File: src/rtl/inverse_sched.sv
// inverse_sched
//   Phase sequencer and shared-multiplier arbiter for the inverse pipeline.
//   Runs the master phase counter (0..MAX-1), issues the mat_mult phase-reset
//   pulses and mat_mode select, and arbitrates the single array_mult between
//   the cholesky_block (req[0]) and lt_block (req[1]) requesters.
//
// Ports
//   clk      in   1   clock, rising edge
//   rst      in   1   asynchronous active-high reset
//   en       in   1   pipeline advance; low freezes every register
//   start    in   1   level run request, sampled in IDLE and at the wrap edge
//   busy     out  1   high while in RUN
//   done     out  1   one en-cycle pulse at the end of a run
//   count    out  CW  current phase count
//   mat_rst  out  1   registered reset to mat_mult
//   mat_mode out  1   0 = array mode, 1 = matrix mode
//   req      in   2   multiplier requests: [0] cholesky, [1] lt
//   gnt      out  2   registered one-hot (or zero) grant
//   mult_sel out  1   array_mult operand mux select (gnt[1])
module inverse_sched #(
  parameter int MAX     = 229,
  parameter int CW      = 8,
  parameter int RST_A   = 28,
  parameter int RST_B   = 98,
  parameter int RST_C   = 214,
  parameter int MODE_LO = 89,
  parameter int MODE_HI = 98
) (
  input  logic          clk,
  input  logic          rst,
  input  logic          en,
  input  logic          start,
  output logic          busy,
  output logic          done,
  output logic [CW-1:0] count,
  output logic          mat_rst,
  output logic          mat_mode,
  input  logic [1:0]    req,
  output logic [1:0]    gnt,
  output logic          mult_sel
);

  typedef enum logic [0:0] {
    IDLE = 1'b0,
    RUN  = 1'b1
  } state_t;

  localparam logic [CW-1:0] CNT_LAST = CW'(MAX - 1);
  localparam logic [CW-1:0] CNT_A    = CW'(RST_A);
  localparam logic [CW-1:0] CNT_B    = CW'(RST_B);
  localparam logic [CW-1:0] CNT_C    = CW'(RST_C);
  localparam logic [CW-1:0] CNT_LO   = CW'(MODE_LO);
  localparam logic [CW-1:0] CNT_HI   = CW'(MODE_HI);

  state_t        state;
  state_t        state_nxt;
  logic [CW-1:0] count_nxt;
  logic          done_nxt;
  logic          mat_rst_nxt;
  logic [1:0]    gnt_nxt;
  // Last grantee: 1'b0 = cholesky, 1'b1 = lt.
  logic          last;
  logic          last_nxt;
  logic          other;

  // State, counter, pulse and grant registers; en low holds everything.
  always_ff @(posedge clk or posedge rst) begin
    if (rst) begin
      state   <= IDLE;
      count   <= '0;
      done    <= 1'b0;
      mat_rst <= 1'b0;
      gnt     <= 2'b00;
      last    <= 1'b1;
    end else if (en) begin
      state   <= state_nxt;
      count   <= count_nxt;
      done    <= done_nxt;
      mat_rst <= mat_rst_nxt;
      gnt     <= gnt_nxt;
      last    <= last_nxt;
    end
  end

  // Sequencer next-state: count wraps at MAX-1 (not 2**CW); start at the
  // wrap edge chains straight into the next run with no IDLE gap.
  always_comb begin
    state_nxt = state;
    count_nxt = count;
    done_nxt  = 1'b0;
    case (state)
      IDLE: begin
        count_nxt = '0;
        if (start) begin
          state_nxt = RUN;
        end else begin
          state_nxt = IDLE;
        end
      end
      RUN: begin
        if (count == CNT_LAST) begin
          count_nxt = '0;
          done_nxt  = 1'b1;
          if (start) begin
            state_nxt = RUN;
          end else begin
            state_nxt = IDLE;
          end
        end else begin
          count_nxt = count + CW'(1);
          state_nxt = RUN;
        end
      end
      default: begin
        state_nxt = IDLE;
        count_nxt = '0;
      end
    endcase
  end

  // mat_mult reset lands one cycle after the matching count.
  always_comb begin
    mat_rst_nxt = 1'b0;
    if (state == RUN) begin
      mat_rst_nxt = (count == CNT_A) || (count == CNT_B) || (count == CNT_C);
    end else begin
      mat_rst_nxt = 1'b0;
    end
  end

  // Locked round-robin arbiter: an owner that keeps requesting keeps the
  // grant; otherwise the non-last requester is preferred. The pointer only
  // moves when the grant passes to the other requester.
  always_comb begin
    gnt_nxt  = 2'b00;
    last_nxt = last;
    other    = ~last;
    if (gnt[0] && req[0]) begin
      gnt_nxt = 2'b01;
    end else if (gnt[1] && req[1]) begin
      gnt_nxt = 2'b10;
    end else if (req[other]) begin
      gnt_nxt  = other ? 2'b10 : 2'b01;
      last_nxt = other;
    end else if (req[last]) begin
      gnt_nxt = last ? 2'b10 : 2'b01;
    end else begin
      gnt_nxt = 2'b00;
    end
  end

  // Decoded outputs straight from the state and count registers.
  always_comb begin
    busy     = (state == RUN);
    mat_mode = !((state == RUN) && (count >= CNT_LO) && (count < CNT_HI));
    mult_sel = gnt[1];
  end

endmodule

File: config.mk
export PLATFORM = sky130hd
export DESIGN_NAME = inverse_sched
export DESIGN_NICKNAME = d
export VERILOG_FILES = /design/src/rtl/inverse_sched.sv
export SDC_FILE = /design/constraint.sdc
export NUM_CORES = 1
export LEC_CHECK = 0
export ABC_AREA = 1
export CAP_MARGIN = 20
export CORE_UTILIZATION = 43
export DETAILED_ROUTE_END_ITERATION = 10
export PLACE_DENSITY = 0.78
export REMOVE_ABC_BUFFERS = 1
export SLEW_MARGIN = 15
export SYNTH_ARGS = -nofsm -noshare
export SYNTH_HDL_FRONTEND = slang
export SYNTH_SLANG_ARGS = --single-unit
File: constraint.sdc
create_clock -name clk -period 1.27 [get_ports clk]
set_input_delay 0.381 -clock clk [delete_from_list [all_inputs] [get_ports clk]]
set_output_delay 0.381 -clock clk [all_outputs]
set_load 0.01 [all_outputs]
After elaboration in Yosys (flattened, before gate mapping)
Cells that the tools add are included.
{ "word_totals": {"reg_bits": 14, "inputBits": 6, "word_cells": 45, "output_inout_bits": 15} }
{ "classes": {"n_bitwise": 4, "reduce_logical": 8, "magnitude_cmp": 4, "mux": 18, "n_addsub": 1, "n_eq_ne": 4} }
{ "ops": {"columns": ["op", "n"], "rows": [
  ["8-bit == test (second input constant)", 2],
  ["8-bit case mux with 2 select lines", 1],
  ["2-bit two-way mux", 6],
  ["1-bit two-way mux", 9],
  ["8-bit by 1-bit adder with 8-bit output (second input constant)", 1],
  ["8-bit by 5-bit == test with 1-bit output (second input constant)", 1],
  ["8-bit by 7-bit == test with 1-bit output (second input constant)", 1],
  ["8-bit by 7-bit >= comparator with 1-bit output (second input constant)", 1],
  ["8-bit by 7-bit < comparator with 1-bit output (second input constant)", 1],
  ["8-bit two-way mux", 1],
  ["1-bit logical AND", 4],
  ["1-bit by 2-bit < comparator with 1-bit output (second input constant)", 2],
  ["1-bit NOT", 4],
  ["4-bit AND reduction", 1],
  ["1-bit logical OR", 2],
  ["1-bit case mux with 2 select lines", 1],
  ["1-bit logical NOT", 1]
]} }

Logic depth before layout (Yosys ltp)
{ "logic_depth": {"depth_word": 6, "ltp_mapped": 9, "depth_no_buf": 9} }

Worst setup path before layout
OpenSTA, ideal clock, no wires.
{ "synth_timing": {"path_type": "register -> output", "from": "reg count[0]", "to": "out mat_mode", "t_required_ns": 0.889, "arrival_ns": 1.075, "n_path_buf": 0, "stages_incl_launch_ff": 7, "slack_ns": -0.186, "cell_sequence": "dfrtp_1 -> inv_1 -> ha_1 -> nand2_1 -> o21ai_0 -> nand2_1 -> nand3_1"} }
{ "synth_via": {"elab_chain_cells": 4, "word_cells_on_any_way": 5, "cone_classes": "order compare (2); reduce/logical (3)"} }
{ "synth_lines": {"columns": ["element", "line_no", "text"], "rows": [
  ["from (decl)", "35", "output logic [CW-1:0] count,"],
  ["from (signal assigned)", "77", "count <= count_nxt;"],
  ["8-bit by 7-bit >= comparator with 1-bit output", "155", "mat_mode = !((state == RUN) && (count >= CNT_LO) && (count < CNT_HI));"],
  ["1-bit logical AND", "155", null],
  ["1-bit logical AND (*)", "155", null],
  ["1-bit logical NOT (*)", "155", null],
  ["to (decl)", "37", "output logic mat_mode,"]
]} }
Every way passes the cells marked *; elsewhere a longest branch is shown, timed or not.

Worst setup path after layout
Same ends and word-level chain as after synthesis.

==> flow_summary_export.csv <==
group,metric,value,unit
outcome,status,"finished, violations left",
outcome,violations,"setup timing",
grt,grt_busiest_layer,"met2",
floorplan,die_h,47.74,µm
synthesis,synth.area.top_cells,"dfrtp_1 36%, nand2_1 13%, inv_1 7.1%, nor2_1 7.1%, ha_1 7.0%",
power,power.internal,1790,µW
worst_setup_path,cp-start-kind,"flop",
timing,drv_slew,0,
grt,overflow,0,
timing,hold_viol,0,
detailed_routing,ant_nets,0,
worst_setup_path,crit_type,"reg -> out",
clock_network,cts_tree,"yes",
grt,antenna_found_initial,0,
worst_setup_path,crit_fanout,3,
placement,post_dp_cell_area,1329,µm²
placement,dp_hpwl,1.937,mm
grt,globalRouteMet2Util,0.5216,
final_layout,postLayoutCellArea,1531,µm²
timing,finalCritPeriodShare,1.367,
timing,layout_min_cycle_time,1.737,ns
synthesis,synth_most_common_cell,"nand2_1",
synthesis,ys_types,22,
synthesis,async_reset_ff_frac,1.000,
grt,grt_pass1_wl,4.312,mm
placement,io_buffers,20,
power,netSwitchingPower,1220,µW
timing,rsz0062_at_grt,"true",
clock_network,cts_buffers,3,
worst_setup_path,end_kind,"primary output",
clock_network,cts.sink_count,14,
worst_setup_path,critical_path_arrival,1.36,ns
detailed_routing,viasPerCell,4.882,
floorplan,die_area,2279,µm²
final_layout,drive_gt1_frac,0.4728,
timing,slew_headroom,0.8182,
worst_setup_path,worst_path_max_delay_cell,"dfrtp_1",
worst_setup_path,required,0.89,ns
timing,fmax,575.8,MHz
power,power_density,1966,nW/µm²
power,netSwitchingFraction,0.4053,
detailed_routing,drc_errors,0,
synthesis,seq_area_frac_synth,0.3908,
power,pwr-share-clk,0.110,
grt,met1_usage,0.3124,
clock_network,clk_latency,0.29,ns
job,drv_cap,0,
synthesis,yosysWarnings,0,
grt,grt_max_degree,14,
floorplan,fp.dieW,47.74,µm
synthesis,syn_inst,123,
placement,place_congestion,0.8498,
timing,setup_violations,22,
worst_setup_path,cp_common_cell,"nand2_1",
final_layout,n_antenna_cell,0,
detailed_routing,num_vias,1030,
final_layout,fill_cells,157,
grt,grt_pass1_vias,965,
final_layout,layout.cells.non_filler,211,
timing,skew,0.006235,ns
hold_path,hp-class,"in -> async",
detailed_routing,drt-total-wl,3.045,mm
floorplan,coreArea,1962,µm²
synthesis,avgSynthCellArea,7.314,µm²
timing,setup_slack,-0.4666,ns
final_layout,layout.nets,196,
floorplan,io_pins,21,
clock_network,cts-root-buf,"clkbuf_4",
power,seqPwrFrac,0.237,
detailed_routing,first_iter_violations,13,
placement,place_inst,196,
floorplan,start_util,0.4585,
synthesis,synth_top_area_frac,0.3616,
worst_setup_path,max_stage_delay,0.42,ns
power,power.leakage,0.0008272,µW
synthesis,ys_ff_latch,14,
floorplan,placementRows,16,
detailed_routing,drt_pass1_iterations,4,
final_layout,synthToLayoutAreaGrowth,70.24,%
synthesis,synthFlopType,"dfrtp_1",
timing,worstMarginPinSlew,0.2728,ns
grt,grt_util_all_layers,0.2788,
synthesis,synth_top_area_cell,"dfrtp_1",
power,peakVddDrop,1.550,mV
clock_network,clockBufferDepth,2,
synthesis,yosys-top-cells-count,"31 x nand2_1, 17 x inv_1, 17 x nor2_1, 13 x dfrtp_1",
clock_network,htreeDepth,1,
grt,grt_use_met3,0.04528,
synthesis,netlist_area,899.6,µm²
worst_setup_path,path_cells,"inv_2 -> ha_1 -> nand2_1 -> o21ai_1 -> nand2_1 -> nand3_1 -> buf_2",
synthesis,synth_edf_count,0,
detailed_routing,wl_per_cell,14.43,µm
clock_network,clk_pin_slew_worst_paths,0.09,ns
power,comb_power_share,0.653,
## through the flow
step	power, µW	TNS [ns]	setup slack, ns	utilization	hold slack (ns)
4_1_cts	2780	-1.819	-0.4475	0.7487	0.3980
2_1_floorplan	1335	-0.3730	-0.1862	-	0.2695
3_5_place_dp	2196	-5.559	-0.5981	0.6773	0.4742
6_report	3010	-2.307	-0.4666	0.7806	0.3943
3_3_place_gp	2130	-5.145	-0.5589	0.6773	0.4622
5_1_grt	3184	-3.416	-0.5320	0.7806	0.4373
## routing by layer
metal | vias to the layer above | part of all wire
li1 | 499 | -
met1 | 486 | 0.41
met2 | 34 | 0.52
met3 | 11 | 0.037
met4 | 0 | 0.032
met5 | - | 0
## cell families (layout without fill, tap and decap cells)
| family | after synthesis | count (layout) | share of synthesized area |
|---|---|---|---|
| and+or+nand+nor | 68 | 68 | 0.3435 |
| DFF | 14 | 14 | 0.3908 |
| buffers and inverters | 22 | 83 | 0.1001 |
| AOI/OAI and AO/OA | 11 | 11 | 0.06676 |
| adders and majority gates | 5 | 5 | 0.06954 |
| xor gates and xnor gates | 3 | 3 | 0.02921 |
## flip-flops by register name, indices dropped and copies added (netlist names)
name / count
busy: 1
count: 8
done: 1
gnt: 2
last: 1
mat_rst: 1
## layout make-up
class,instances,area [µm²],area share
inverters,20,75.07,0.04902
multi-input cells,87,520.5,0.3399
flip-flops and latches,14,352.8,0.2304
well taps,27,33.78,0.02206
repair buffers,59,513.0,0.3350
clock buffers,4,36.28,0.02369
## critical path, delay by kind of cell (launching register included)
family | cells | cell delay (ns)
AND/OR/NAND/NOR | 3 | 0.18
AO/OA/AOI/OAI | 1 | 0.13
flip-flops | 1 | 0.42
buffers and inverters | 2 | 0.20
adder cells (fa/ha/maj) | 1 | 0.13
## path summary, 6_finish.rpt
path                          start  endpoint  slack (ns)  depth (start not counted)
setup / recovery           count[0]  mat_mode       -0.47                          7
min in group clk            mat_rst   mat_rst        0.49                          2
max in group asynchronous       rst  count[4]        0.69                          3
setup reg to reg           count[0]  count[4]       -0.16                         10
hold reg to reg             mat_rst   mat_rst        0.49                          2
hold / removal                  rst      last        0.39                          2
## what timing repair did
action,in CTS,in global routing
endpoints found under the setup margin,26,23
setup buffers,12,4
hold buffers,0,0
pin swaps,5,6
gates resized for setup,91,12
## layout by cell type, fill, tap and decap left out, drive strengths merged
master / synthesis / routed
a21oi: 1 / 1
a31oi: 1 / 1
buf: 2 / 54
clkbuf: 0 / 4
clkdlybuf4s50: 0 / 4
dfrtp: 13 / 13
dfstp: 1 / 1
dlygate4sd2: 0 / 1
ha: 5 / 5
inv: 20 / 20
nand2: 37 / 37
nand3: 8 / 8
nand3b: 1 / 1
nor2: 20 / 20
nor3: 2 / 2
o21ai: 7 / 7
o22ai: 1 / 1
o31ai: 1 / 1
xor2: 3 / 3
## power by group through the flow
stage / Clock (µW) / Combinational [µW] / Sequential [µW]
floorplan: 0 / 505 / 830
global placement: 0 / 1430 / 703
detailed placement: 0 / 1490 / 707
CTS: 325 / 1760 / 695
global route: 358 / 2100 / 724
finish: 331 / 1970 / 714
Power figures use the tool's default switching activity.
